File: src/rtl/icb_dma_master.sv
// Single-channel ICB copy engine: reads one 32-bit word from the source range,
// writes it to the destination range, and repeats with one transaction outstanding.
module icb_dma_master #(
    parameter int          LEN_W     = 13,
    parameter logic [31:0] ADDR_STEP = 32'd4
) (
    input  logic             clk,
    input  logic             rst_n,
    input  logic             start,
    input  logic [31:0]      src_addr,
    input  logic [31:0]      dst_addr,
    input  logic [LEN_W-1:0] len,
    output logic             busy,
    output logic             done,
    output logic             err,
    output logic [LEN_W-1:0] words_done,
    output logic             icb_cmd_valid,
    input  logic             icb_cmd_ready,
    output logic             icb_cmd_read,
    output logic [31:0]      icb_cmd_addr,
    output logic [31:0]      icb_cmd_wdata,
    output logic [3:0]       icb_cmd_wmask,
    input  logic             icb_rsp_valid,
    output logic             icb_rsp_ready,
    input  logic [31:0]      icb_rsp_rdata,
    input  logic             icb_rsp_err
);

    typedef enum logic [2:0] {
        IDLE, RD_CMD, RD_RSP, WR_CMD, WR_RSP, FIN
    } state_e;

    state_e           state_q;
    logic [31:0]      src_q, dst_q, buf_q;
    logic [LEN_W-1:0] len_q, words_done_q;
    logic             cmd_valid_q, cmd_read_q, rsp_ready_q;
    logic [31:0]      cmd_addr_q;
    logic [3:0]       cmd_wmask_q;
    logic             busy_q, done_q, err_q;

    logic [31:0]      src_d, dst_d;
    logic [LEN_W-1:0] words_done_d;

    assign src_d        = src_q + ADDR_STEP;
    assign dst_d        = dst_q + ADDR_STEP;
    assign words_done_d = words_done_q + 1'b1;

    // NOTE: every flop below is assigned with <= so all state updates see the
    // pre-edge values; mixing in = here would create simulation/synthesis races.
    always_ff @(posedge clk or negedge rst_n) begin
        if (!rst_n) begin
            state_q      <= IDLE;
            src_q        <= '0;
            dst_q        <= '0;
            buf_q        <= '0;
            len_q        <= '0;
            words_done_q <= '0;
            cmd_valid_q  <= 1'b0;
            cmd_read_q   <= 1'b0;
            cmd_addr_q   <= '0;
            cmd_wmask_q  <= '0;
            rsp_ready_q  <= 1'b0;
            busy_q       <= 1'b0;
            done_q       <= 1'b0;
            err_q        <= 1'b0;
        end else begin
            done_q <= 1'b0;
            case (state_q)
                IDLE: begin
                    if (start) begin
                        err_q        <= 1'b0;
                        words_done_q <= '0;
                        if (len != '0) begin
                            src_q       <= src_addr;
                            dst_q       <= dst_addr;
                            len_q       <= len;
                            cmd_valid_q <= 1'b1;
                            cmd_read_q  <= 1'b1;
                            cmd_addr_q  <= src_addr;
                            cmd_wmask_q <= 4'h0;
                            busy_q      <= 1'b1;
                            state_q     <= RD_CMD;
                        end else begin
                            done_q  <= 1'b1;
                            state_q <= FIN;
                        end
                    end
                end
                RD_CMD, WR_CMD: begin
                    // Command fields stay frozen until the slave accepts.
                    if (icb_cmd_ready) begin
                        cmd_valid_q <= 1'b0;
                        rsp_ready_q <= 1'b1;
                        state_q     <= (state_q == RD_CMD) ? RD_RSP : WR_RSP;
                    end
                end
                RD_RSP: begin
                    if (icb_rsp_valid) begin
                        rsp_ready_q <= 1'b0;
                        if (icb_rsp_err) begin
                            err_q   <= 1'b1;
                            busy_q  <= 1'b0;
                            done_q  <= 1'b1;
                            state_q <= FIN;
                        end else begin
                            buf_q       <= icb_rsp_rdata;
                            cmd_valid_q <= 1'b1;
                            cmd_read_q  <= 1'b0;
                            cmd_addr_q  <= dst_q;
                            cmd_wmask_q <= 4'hF;
                            state_q     <= WR_CMD;
                        end
                    end
                end
                WR_RSP: begin
                    if (icb_rsp_valid) begin
                        rsp_ready_q <= 1'b0;
                        if (icb_rsp_err) begin
                            err_q   <= 1'b1;
                            busy_q  <= 1'b0;
                            done_q  <= 1'b1;
                            state_q <= FIN;
                        end else begin
                            words_done_q <= words_done_d;
                            src_q        <= src_d;
                            dst_q        <= dst_d;
                            if (words_done_d == len_q) begin
                                busy_q  <= 1'b0;
                                done_q  <= 1'b1;
                                state_q <= FIN;
                            end else begin
                                cmd_valid_q <= 1'b1;
                                cmd_read_q  <= 1'b1;
                                cmd_addr_q  <= src_d;
                                cmd_wmask_q <= 4'h0;
                                state_q     <= RD_CMD;
                            end
                        end
                    end
                end
                FIN:     state_q <= IDLE;
                default: state_q <= IDLE;
            endcase
        end
    end

    assign busy          = busy_q;
    assign done          = done_q;
    assign err           = err_q;
    assign words_done    = words_done_q;
    assign icb_cmd_valid = cmd_valid_q;
    assign icb_cmd_read  = cmd_read_q;
    assign icb_cmd_addr  = cmd_addr_q;
    assign icb_cmd_wdata = buf_q;
    assign icb_cmd_wmask = cmd_wmask_q;
    assign icb_rsp_ready = rsp_ready_q;

endmodule
File: config.mk
export PLATFORM = sky130hd
export DESIGN_NAME = icb_dma_master
export DESIGN_NICKNAME = d
export VERILOG_FILES = /design/src/rtl/icb_dma_master.sv
export SDC_FILE = /design/constraint.sdc
export NUM_CORES = 1
export LEC_CHECK = 0
export CAP_MARGIN = 0
export CORE_MARGIN = 2
export CORE_UTILIZATION = 46
export DETAILED_ROUTE_END_ITERATION = 8
export PLACE_DENSITY = 0.77
export SLEW_MARGIN = 40
export SYNTH_ARGS = -nofsm -noshare
export SYNTH_HDL_FRONTEND = slang
export SYNTH_SLANG_ARGS = --single-unit
File: constraint.sdc
create_clock -name clk -period 2.49 [get_ports clk]
set_input_delay 0.498 -clock clk [delete_from_list [all_inputs] [get_ports clk]]
set_output_delay 0.498 -clock clk [all_outputs]
set_load 0.01 [all_outputs]
==> metrics.log, run 1 <==
[metrics] cell repeated most along the worst path: sky130_fd_sc_hd__buf_12
[metrics] clock network power share: 18.9%
[metrics] share of the yosys chip area belonging to registers: 45.2%
[metrics] worst setup slack before clock tree synthesis: -421 ps
[metrics] number of failing hold endpoints at the final stage: 0
[metrics] Least-Margin Pin Slew: 783 ps
[metrics] critical path startpoint category: register
[metrics] Period Utilization, post-route: 102%
[metrics] total congestion overflow: 0
[metrics] Post-synth EDFFs: 0
[metrics] Static Leakage: 5.37 nW
[metrics] count of routing violations after the opening detailed-route iteration: 931
[metrics] CTS clk-pin slew, worst paths: 70 ps
[metrics] max-cap violations: 0
[metrics] Setup CP Type: reg2reg
[metrics] cell area after layout: 12700 sq um
[metrics] core region area: 19400 sq um
[metrics] max_slew headroom: 47.8%
[metrics] via count: 8743
[metrics] Nets: 1383
[metrics] global-route wire length before repair: 43200 microns
[metrics] I/O pins: 202
[metrics] initial antenna violation count: 2
[metrics] average footprint of a synthesized cell: 8.93 sq um
[metrics] Clock Skews: 10.3 ps
[metrics] CP max-delay cell: sky130_fd_sc_hd__dfrtp_2
[metrics] worst-case clock buffer depth: 2
[metrics] area share of the leading cell type in the synthesized netlist: 45.2%
[metrics] WL final: 27300 microns
[metrics] most frequent cell after synthesis: sky130_fd_sc_hd__nand2_1
[metrics] routability-driven placement congestion ratio: 0.890
[metrics] failing checks: negative setup slack
[metrics] CTS tree: built
[metrics] amount of wire on met3 after detailed routing: 1710 microns
[metrics] crit-path leading delay family: compound AO/OA/AOI/OAI gates
[metrics] number of clock sinks seen by CTS: 164
[metrics] switching power share of the total: 37.6%
[metrics] x dimension of the die: 144 microns
[metrics] Switching Power: 5.55 mW
[metrics] final total negative setup slack: -1210 ps
[metrics] fraction of final layout cells sized beyond drive strength 1: 16.3%
[metrics] biggest area contributors in the synthesized netlist: sky130_fd_sc_hd__dfrtp_1 (45%), sky130_fd_sc_hd__nand2_1 (7.8%), sky130_fd_sc_hd__a21oi_1 (5.2%), sky130_fd_sc_hd__o21ai_0 (4.7%), sky130_fd_sc_hd__mux2_4 (4.0%)
[metrics] die height: 144 microns
[metrics] number of distinct library cells after synthesis: 67
[metrics] area added between synthesis and finish: 40.5%
[metrics] met2 wire len: 12900 microns
[metrics] routed length per placed instance: 17.7 microns
[metrics] Worst VDD drop: 0.559 mV
[metrics] status: complete, but fails checks
[metrics] hold buffer count at CTS: 0
[metrics] nets in the synthesized netlist: 1134
[metrics] die area: 20900 sq um
[metrics] total placed instance area: 11900 sq um
[metrics] Inserted Clock Buffers: 17
[metrics] final number of setup-violating endpoints: 30
[metrics] RSZ-0062 raised after global routing: yes
[metrics] cell chain of the critical path: ha_4 -> xor2_1 -> a211o_1 -> a211oi_2 -> nand4b_2 -> o31ai_4 -> buf_12 -> nor2_8 -> buf_12 -> mux2_4
[metrics] half-perimeter wire length after detailed placement: 18700 microns
[metrics] clock latency of the later-clocked register in the worst-skew pair: 420 ps
[metrics] Internal Dissipation: 9.23 mW
[metrics] register bit count reported by yosys: 164
[metrics] via density per instance: 5.66
[metrics] clock root buffer: sky130_fd_sc_hd__clkbuf_16
[metrics] share of total power in combinational logic: 47.2%
[metrics] non-filler instance count after layout: 1545
[metrics] delay of the slowest cell on the worst path: 420 ps
[metrics] origin of the critical flop-to-flop path: words_done[0]$_DFFE_PN0P_
[metrics] arrival time at the worst endpoint: 2860 ps
[metrics] power density over the cells: 1160 nW/um^2
[metrics] highest fanout seen on the critical path: 8
[metrics] Synth async-reset ratio: 100%
[metrics] endpoint required time on the critical path: 2800 ps
[metrics] Initial Util: 46.8%
[metrics] warning count from the yosys run: 0
[metrics] Synth Flop Type: sky130_fd_sc_hd__dfrtp_1
[metrics] H-tree depth reported by CTS: 4
[metrics] CP startpoint: words_done[0]$_DFFE_PN0P_
[metrics] count of mapped cells out of synthesis: 1016
[metrics] cell count after placement: 1500
[metrics] top cells by count, synth: sky130_fd_sc_hd__nand2_1 (188), sky130_fd_sc_hd__dfrtp_1 (164), sky130_fd_sc_hd__a21oi_1 (94), sky130_fd_sc_hd__o21ai_0 (86), sky130_fd_sc_hd__nor2_1 (56)
[metrics] Bufs and invs on worst path: 2
[metrics] Top Layer Used: met4
[metrics] highest achievable clock rate: 0.392 GHz
[metrics] Synth area leader: sky130_fd_sc_hd__dfrtp_1
[metrics] Hold/Removal Path Class: in2async
[metrics] worst setup margin: -60.0 ps
[metrics] largest net degree at the start of global routing: 113
[metrics] number of core rows: 51
[metrics] post-detailed-route count of antenna-violating nets: 0
[metrics] drt first pass iters: 6
[metrics] Flop pwr share: 33.9%
[metrics] via count of the first global-routing pass: 8397
[metrics] total global-route track usage: 26.4%
[metrics] Cell Area, Synth: 9070 sq um
[metrics] number of max-slew violations in the final report: 0
[metrics] routed length on met1: 12000 microns
[metrics] sort of element at the end of the critical path: register
[metrics] Period minus WS final: 2550 ps
[metrics] number of buffers added on ports: 201
[metrics] DRC violation count after routing: 0
==> what timing repair did <==
item                                   in CTS  in global routing
gates cloned                                1                  0
endpoints found under the hold margin       0                  0
setup endpoints to repair                  33                 36
gates resized for setup                     0                 10
setup buffers                               8                  2
pin swaps                                   5                  1
==> registers in the layout, indices dropped and copies added, names as in the netlist <==
| name | cells |
|---|---|
| dst_q | 32 |
| icb_cmd_addr | 32 |
| icb_cmd_wdata | 32 |
| src_q | 32 |
| len_q | 13 |
| words_done | 13 |
| state_q | 3 |
| busy | 1 |
| done | 1 |
| err | 1 |
| icb_cmd_read | 1 |
| icb_cmd_valid | 1 |
| icb_cmd_wmask | 1 |
| icb_rsp_ready | 1 |
==> cells by family after synthesis <==
kind of cell / Yosys count / synth area share, %
compound gates: 280 / 18.6
xor+xnor: 42 / 4.06
fa+ha+maj: 3 / 0.414
buf+inv: 88 / 4.11
flops: 164 / 45.2
mux: 55 / 7.70
simple gates: 384 / 19.9
==> worst paths after layout <==
check | endpoint | slack (ps) | cells past startpoint
setup / recovery | icb_cmd_addr[15]$_DFFE_PN0P_ | -60 | 10
hold / removal | len_q[9]$_DFFE_PN0P_ | 60 | 1
setup reg to reg | icb_cmd_addr[15]$_DFFE_PN0P_ | -60 | 10
hold reg to reg | icb_cmd_wdata[21]$_DFFE_PN0P_ | 470 | 2
max in group asynchronous | dst_q[13]$_DFFE_PN0P_ | 1760 | 2
min in group clk | icb_cmd_wdata[21]$_DFFE_PN0P_ | 470 | 2
==> area by class of cell <==
class                      count  area [sq um]
inverter                      20          75.1
clock inverter                12           180
tap                          265           332
antenna                        3          7.51
timing repair buffer         297          2930
fill                        1567          6650
sequential                   164          4110
clock buffer                  19           433
multi-input combinational    765          4680
==> cells in the final DEF, fill, tap and decap left out, types with 17 or more instances in the layout <==
cell                                n
sky130_fd_sc_hd__nor3_1            17
sky130_fd_sc_hd__clkbuf_16         17
sky130_fd_sc_hd__clkdlybuf4s50_1  200
sky130_fd_sc_hd__o21ai_0           86
sky130_fd_sc_hd__nand2_1          187
sky130_fd_sc_hd__a22oi_1           26
sky130_fd_sc_hd__xnor2_1           25
sky130_fd_sc_hd__inv_1             20
sky130_fd_sc_hd__nand3_1           47
sky130_fd_sc_hd__o22ai_1           26
sky130_fd_sc_hd__buf_4             78
sky130_fd_sc_hd__mux2_4            24
sky130_fd_sc_hd__xor2_1            17
sky130_fd_sc_hd__dfrtp_1          161
sky130_fd_sc_hd__nor2_1            54
sky130_fd_sc_hd__a21oi_1           94
sky130_fd_sc_hd__mux2_2            22
==> stage by stage <==
step,power [mW],hold WS [ps],util (%)
detailed placement,11.6,461,61.5
floorplan,8.83,202,-
global placement,11.4,456,61.5
global route,15.8,87.5,65.7
CTS,14.7,68.9,65.4
finish,14.8,55.7,65.7
==> power by group through the flow <==
stage	Combinational [mW]	Clock, mW	Sequential, mW
floorplan	3.85	0	4.98
global placement	6.42	0	4.96
detailed placement	6.58	0	5.01
CTS	6.90	2.83	4.99
global route	7.62	2.95	5.18
finish	6.97	2.80	5.02
==> layer usage <==
| layer | GRT usage [%] | vias up |
|---|---|---|
| met5 | 0 | - |
| met4 | 10.1 | 0 |
| met3 | 4.07 | 57 |
| met2 | 41.4 | 380 |
| met1 | 36.9 | 4183 |
| li1 | - | 4123 |
Power figures use the tool's default switching activity.
==> run 2: changes to the inputs <==
CORE_UTILIZATION = 40   (was 46)
PLACE_DENSITY = 0.68   (was 0.77)
==> run 2 against run 1 <==
- utilization fell by 10 points
- critical path depth fell by 1
- the run still ends with negative setup slack left
- largest power group unchanged
- via count fell by 4.1%
- fmax rose by 2.1%
- highest routed layer unchanged
- routed wire length fell by 4.5%
- global-route usage fell by 4.2 points
- sequential power fell by 0.8%
- flip-flop and latch count did not move
- non-clock buffer count fell by 20
==> metrics.log, run 2 (synthesis gave the netlist of run 1 again) <==
[metrics] status: complete, but fails checks
[metrics] failing checks: negative setup slack
[metrics] Inserted Clock Buffers: 17 (unchanged)
[metrics] highest achievable clock rate: 0.400 GHz (+2.1%)
[metrics] fraction of final layout cells sized beyond drive strength 1: 15.0% (-1.3 points)
[metrics] max-cap violations: 0 (unchanged)
[metrics] number of clock sinks seen by CTS: 164 (unchanged)
[metrics] die area: 23900 sq um (+15%)
[metrics] post-detailed-route count of antenna-violating nets: 0 (unchanged)
[metrics] max_slew headroom: 60.0% (+12 points)
[metrics] Least-Margin Pin Slew: 601 ps (-182 ps)
[metrics] drt first pass iters: 5 (-1)
[metrics] commonest non-fill, non-tap cells in the layout: sky130_fd_sc_hd__clkdlybuf4s50_1 (200), sky130_fd_sc_hd__nand2_1 (187), sky130_fd_sc_hd__dfrtp_1 (159)
[metrics] total congestion overflow: 0 (unchanged)
[metrics] RSZ-0062 raised after global routing: yes
[metrics] power density over the cells: 1140 nW/um^2 (-1.8%)
[metrics] I/O pins: 202 (unchanged)
[metrics] total global-route track usage: 22.1% (-4.2 points)
[metrics] most common library cell in the layout ignoring fill and taps: sky130_fd_sc_hd__clkdlybuf4s50_1
[metrics] count of filler cells inserted in the layout: 1956 (+25%)
[metrics] count of routing violations after the opening detailed-route iteration: 694 (-25%)
[metrics] Static Leakage: 5.20 nW (-3.2%)
[metrics] clock latency of the later-clocked register in the worst-skew pair: 430 ps (about the same)
[metrics] clock root buffer: sky130_fd_sc_hd__clkbuf_16
[metrics] Overall Power: 14.2 mW (-3.9%)
[metrics] WL final: 26100 microns (-4.5%)
[metrics] Nets: 1362 (-1.5%)
[metrics] Hold/Removal Path Class: reg2reg
[metrics] Setup CP Type: reg2reg
[metrics] via count: 8384 (-4.1%)
[metrics] CTS tree: built
[metrics] endpoint required time on the critical path: 2800 ps (about the same)
[metrics] largest net degree at the start of global routing: 87 (-23%)
[metrics] area added between synthesis and finish: 37.6%
[metrics] x dimension of the die: 155 microns (+7.0%)
[metrics] H-tree depth reported by CTS: 4 (unchanged)
[metrics] global-route wire length before repair: 42500 microns (-1.7%)
[metrics] worst-case clock buffer depth: 2 (unchanged)
[metrics] Clock Skews: 17.6 ps (+7.26 ps)
[metrics] cell depth of the worst hold path: 2
[metrics] via density per instance: 5.43 (-4.0%)
[metrics] routability-driven placement congestion ratio: 0.839 (-5.8%)
[metrics] Period minus WS final: 2500 ps (-52.4 ps)
[metrics] depth of the worst register-to-register path: 9 (-1)
[metrics] critical path startpoint category: register
[metrics] Initial Util: 40.4% (-6.3 points)
[metrics] routed length per placed instance: 16.9 microns (-4.4%)
[metrics] half-perimeter wire length after detailed placement: 18800 microns (+0.39%)
[metrics] final number of setup-violating endpoints: 8 (-73%)
[metrics] number of buffers added on ports: 201 (unchanged)
[metrics] highest fanout seen on the critical path: 16 (+8)
[metrics] worst setup margin: -7.67 ps (+52.4 ps)
[metrics] CTS clk-pin slew, worst paths: 70 ps (about the same)
[metrics] arrival time at the worst endpoint: 2800 ps (-60 ps)
[metrics] number of max-slew violations in the final report: 0 (unchanged)
[metrics] number of core rows: 55 (+7.8%)
[metrics] final total negative setup slack: -34.3 ps (+1170 ps)
[metrics] number of failing hold endpoints at the final stage: 0 (unchanged)
[metrics] Worst VDD drop: 0.529 mV (-5.3%)
[metrics] via count of the first global-routing pass: 8026 (-4.4%)
[metrics] Period Utilization, post-route: 100% (-2.1 points)
[metrics] DRC violation count after routing: 0 (unchanged)
[metrics] setup slack of the worst register-to-register path: -8 ps (+50 ps)
[metrics] core region area: 22400 sq um (+16%)
[metrics] die height: 155 microns (+7.0%)
[metrics] initial antenna violation count: 1 (-1)
[metrics] sort of element at the end of the critical path: register
==> run 2: cell count changes in the layout (fill, tap and decap cells not counted), sizes merged <==
cell         delta
bufinv          -4
nor2            -1
clkinvlp        +1
inv             +4
buf            -21
dlygate4sd3     +1
diode           -2
==> run 2: what timing repair did <==
item | in CTS | in global routing
buffers inserted | 0 | 1
hold buffers | 1 | 0
setup endpoints to repair | 33 | 34
resized for setup | 1 | 9
pin swaps | 1 | 0
endpoints found under the hold margin | 35 | 0
==> run 2: final cells by class <==
class	instances	area (sq um)	area share, %
antenna	1	2.50	0.0201
clock buffer	19	443	3.55
clock inverter	13	98.8	0.792
inverter	20	75.1	0.602
multi-input combinational	764	4660	37.4
sequential	164	4110	32.9
tap	285	357	2.86
timing repair buffer	277	2730	21.9
==> run 2: path summary, 6_finish.rpt <==
| path | end | startpoint |
|---|---|---|
| worst max-delay path | icb_cmd_addr[18]$_DFFE_PN0P_ | words_done[0]$_DFFE_PN0P_ |
| worst min-delay path | icb_cmd_wdata[22]$_DFFE_PN0P_ | icb_cmd_wdata[22]$_DFFE_PN0P_ |
| worst max register to register | icb_cmd_addr[18]$_DFFE_PN0P_ | words_done[0]$_DFFE_PN0P_ |
| worst min register to register | icb_cmd_wdata[22]$_DFFE_PN0P_ | icb_cmd_wdata[22]$_DFFE_PN0P_ |
| max in group asynchronous | src_q[6]$_DFFE_PN0P_ | rst_n |
| min in group asynchronous | len_q[9]$_DFFE_PN0P_ | rst_n |
==> run 2: worst max-delay path, stage by stage (launching register included) <==
cell and delay, ps:
sky130_fd_sc_hd__dfrtp_2 430, sky130_fd_sc_hd__ha_4 250, sky130_fd_sc_hd__xor2_1 170, sky130_fd_sc_hd__a211o_1 290, sky130_fd_sc_hd__a211oi_2 180, sky130_fd_sc_hd__nand4b_2 190
sky130_fd_sc_hd__o31ai_4 330, sky130_fd_sc_hd__nor2_8 60, sky130_fd_sc_hd__buf_12 160, sky130_fd_sc_hd__mux2_4 300
==> run 2: per-stage QoR <==
stage	hold WS, ps	util (%)	std cells	worst slack (ps)	area (sq um)
floorplan	202	-	1016	14.1	9100
global placement	431	53.0	1508	-151	11900
detailed placement	434	53.0	1508	-161	11900
CTS	479	55.4	1541	-11.9	12400
global route	496	55.6	1543	-64.7	12500
finish	476	55.6	1543	-7.67	12500
==> run 2: per-layer routing <==
layer | vias to the layer above | wire length, microns | track usage, % | part of all wire, %
met3 | 29 | 1170 | 3.11 | 4.5
met5 | - | 0 | 0 | 0
met4 | 0 | 358 | 6.00 | 1.4
met1 | 4030 | 12200 | 32.0 | 47
li1 | 4083 | - | - | -
met2 | 242 | 12300 | 35.0 | 47
==> run 2: report_power, final <==
group | total [mW] | switching [mW] | internal (mW)
registers | 4.98 | 1.10 | 3.88
logic | 6.76 | 3.19 | 3.57
clock network | 2.48 | 1.16 | 1.32
==> run 3: changes to the inputs <==
CELL_PAD_IN_SITES_DETAIL_PLACEMENT = 2   (was not set)
CELL_PAD_IN_SITES_GLOBAL_PLACEMENT = 2   (was not set)
CORE_UTILIZATION = 28   (was 40)
CTS_BUF_LIST = sky130_fd_sc_hd__clkbuf_8 sky130_fd_sc_hd__clkbuf_16   (was not set)
PLACE_DENSITY = not set   (was 0.68)
PLACE_DENSITY_LB_ADDON = 0.1   (was not set)
==> run 3 against run 2 <==
- the flow still finishes with violations (negative setup slack)
- routed wire length rose by 39%
- global-route usage decreased by 0.70 points
- combinational power grew 17%
- cell count up 11%
- critical path depth up 1
- power is 12% higher
- flip-flop and latch count unchanged
- via count grew 6.1%
- critical path type unchanged
- highest routed layer unchanged
==> metrics.log, run 3 (synthesis gave the netlist of run 1 again) <==
[metrics] fraction of final layout cells sized beyond drive strength 1: 18.5% (+3.5 points)
[metrics] number of failing hold endpoints at the final stage: 0 (unchanged)
[metrics] via density per instance: 5.20 (-4.3%)
[metrics] clock root buffer: sky130_fd_sc_hd__clkbuf_16
[metrics] max-cap violations: 0 (unchanged)
[metrics] Period Utilization, post-route: 105% (+4.9 points)
[metrics] sort of element at the end of the critical path: register
[metrics] via count: 8894 (+6.1%)
[metrics] max_slew headroom: 56.7% (-3.3 points)
[metrics] RSZ-0062 raised after global routing: yes
[metrics] Inserted Clock Buffers: 17 (unchanged)
[metrics] Static Leakage: 5.62 nW (+8.1%)
[metrics] die height: 184 microns (+19%)
[metrics] total placed instance area: 12400 sq um (+4.3%)
[metrics] via count of the first global-routing pass: 9686 (+21%)
[metrics] final number of setup-violating endpoints: 35 (+27)
[metrics] WL final: 36200 microns (+39%)
[metrics] largest net degree at the start of global routing: 115 (+32%)
[metrics] final total negative setup slack: -3490 ps (-3460 ps)
[metrics] critical path startpoint category: register
[metrics] number of core rows: 65 (+18%)
[metrics] CTS tree: built
[metrics] global-route wire length before repair: 56000 microns (+32%)
[metrics] Setup CP Type: reg2reg
[metrics] x dimension of the die: 184 microns (+19%)
[metrics] core region area: 31700 sq um (+41%)
[metrics] post-detailed-route count of antenna-violating nets: 0 (unchanged)
[metrics] H-tree depth reported by CTS: 4 (unchanged)
[metrics] number of buffers added on ports: 201 (unchanged)
[metrics] endpoint required time on the critical path: 2810 ps (about the same)
[metrics] Period minus WS final: 2620 ps (+122 ps)
[metrics] Nets: 1414 (+3.8%)
[metrics] cell chain of the critical path: ha_4 -> xor2_1 -> a211o_1 -> a211oi_2 -> nand4b_4 -> o31ai_4 -> buf_12 -> nor2_8 -> clkbuf_16 -> mux2_4
[metrics] power density over the cells: 1200 nW/um^2 (+5.0%)
[metrics] commonest non-fill, non-tap cells in the layout: sky130_fd_sc_hd__clkdlybuf4s50_1 (200), sky130_fd_sc_hd__nand2_1 (187), sky130_fd_sc_hd__dfrtp_1 (160)
[metrics] cell area after layout: 13400 sq um (+7.1%)
[metrics] drt first pass iters: 4 (-1)
[metrics] count of filler cells inserted in the layout: 3398 (+74%)
[metrics] ANT cells: 0 (-1)
[metrics] Clock Skews: 20.0 ps (+2.45 ps)
[metrics] non-filler instance count after layout: 1710 (+11%)
[metrics] failing checks: negative setup slack
[metrics] Worst VDD drop: 0.526 mV (-0.57%)
[metrics] die area: 33900 sq um (+42%)
[metrics] CTS clk-pin slew, worst paths: 70 ps (about the same)
[metrics] status: complete, but fails checks
[metrics] worst-case clock buffer depth: 2 (unchanged)
[metrics] worst setup margin: -130 ps (-122 ps)
[metrics] highest fanout seen on the critical path: 5 (-11)
[metrics] worst setup slack before clock tree synthesis: -491 ps (-330 ps)
[metrics] arrival time at the worst endpoint: 2940 ps (+140 ps)
[metrics] routability-driven placement congestion ratio: 0.808 (-3.6%)
[metrics] initial antenna violation count: 0 (-1)
[metrics] Initial Util: 28.6% (-12 points)
[metrics] I/O pins: 202 (unchanged)
[metrics] most common library cell in the layout ignoring fill and taps: sky130_fd_sc_hd__clkdlybuf4s50_1
[metrics] Hold/Removal Path Class: in2async
[metrics] routed length per placed instance: 21.2 microns (+25%)
[metrics] highest achievable clock rate: 0.382 GHz (-4.7%)
[metrics] area added between synthesis and finish: 47.3%
[metrics] count of routing violations after the opening detailed-route iteration: 451 (-35%)
[metrics] total global-route track usage: 21.4% (-0.70 points)
[metrics] hold buffer count at CTS: 0 (-1)
[metrics] delay of the slowest cell on the worst path: 440 ps (about the same)
[metrics] cell count after placement: 1667 (+11%)
[metrics] CP max-delay cell: sky130_fd_sc_hd__dfrtp_2
[metrics] number of max-slew violations in the final report: 0 (unchanged)
[metrics] half-perimeter wire length after detailed placement: 24900 microns (+33%)
[metrics] total congestion overflow: 0 (unchanged)
[metrics] DRC violation count after routing: 0 (unchanged)
[metrics] number of clock sinks seen by CTS: 164 (unchanged)
[metrics] clock latency of the later-clocked register in the worst-skew pair: 450 ps (+20 ps)
[metrics] Least-Margin Pin Slew: 649 ps (+48.0 ps)
[run 3: final timing paths]
| kind | start | to | slack [ps] | cells after the start |
|---|---|---|---|---|
| worst max-delay path | words_done[1]$_DFFE_PN0P_ | icb_cmd_addr[13]$_DFFE_PN0P_ | -130 | 10 |
| worst min-delay path | rst_n | icb_cmd_wdata[20]$_DFFE_PN0P_ | 5 | 1 |
| worst max register to register | words_done[1]$_DFFE_PN0P_ | icb_cmd_addr[13]$_DFFE_PN0P_ | -130 | 10 |
| worst min register to register | icb_cmd_wdata[14]$_DFFE_PN0P_ | icb_cmd_wdata[14]$_DFFE_PN0P_ | 480 | 2 |
| max in group asynchronous | rst_n | src_q[20]$_DFFE_PN0P_ | 1690 | 2 |
| min in group clk | icb_cmd_wdata[14]$_DFFE_PN0P_ | icb_cmd_wdata[14]$_DFFE_PN0P_ | 480 | 2 |
[run 3: metal layers]
| layer | wire length, microns | up-vias | GRT usage, % |
|---|---|---|---|
| met1 | 17100 | 4549 | 29.2 |
| li1 | - | 4172 | - |
| met2 | 17700 | 158 | 36.4 |
| met3 | 984 | 15 | 3.15 |
| met5 | 0 | - | 0 |
| met4 | 365 | 0 | 3.90 |
[run 3: layout make-up]
cell class	count	area, sq um	area share [%]
clock buffers	19	453	3.39
clock inverters	12	211	1.58
inverters	20	75.1	0.562
multi-input cells	765	4730	35.4
flip-flops and latches	164	4110	30.8
well taps	402	503	3.76
repair buffers	328	3280	24.6
[run 3: worst max-delay path, delay by kind of cell, from the launching register on]
family	cells	cell delay (ps)
buffers and inverters	2	350
xor gates and xnor gates	1	170
DFF	1	440
adders and majority gates	1	260
and+or+nand+nor	2	210
AOI/OAI and AO/OA	3	770
muxes	1	290
[run 3: through the flow]
| stage | hold WS (ps) | power, mW | util [%] |
|---|---|---|---|
| 3_3_place_gp | 458 | 12.1 | 39.0 |
| 3_5_place_dp | 465 | 12.4 | 39.1 |
| 2_1_floorplan | 202 | 8.83 | - |
| 4_1_cts | 21.5 | 15.9 | 41.6 |
| 5_1_grt | 31.3 | 17.1 | 42.1 |
| 6_report | 4.90 | 16.0 | 42.1 |
[run 3: power breakdown]
part | leakage, nW | switching (mW) | internal [mW]
Clock | 0.329 | 1.14 | 1.92
Sequential | 1.97 | 1.09 | 3.88
Combinational | 3.33 | 3.89 | 4.05
[run 3: repair_timing]
item	4_1_cts	5_1_grt
endpoints found under the setup margin	35	44
resized for setup	2	24
gates cloned	1	2
setup buffers	7	2
pin swaps	4	8
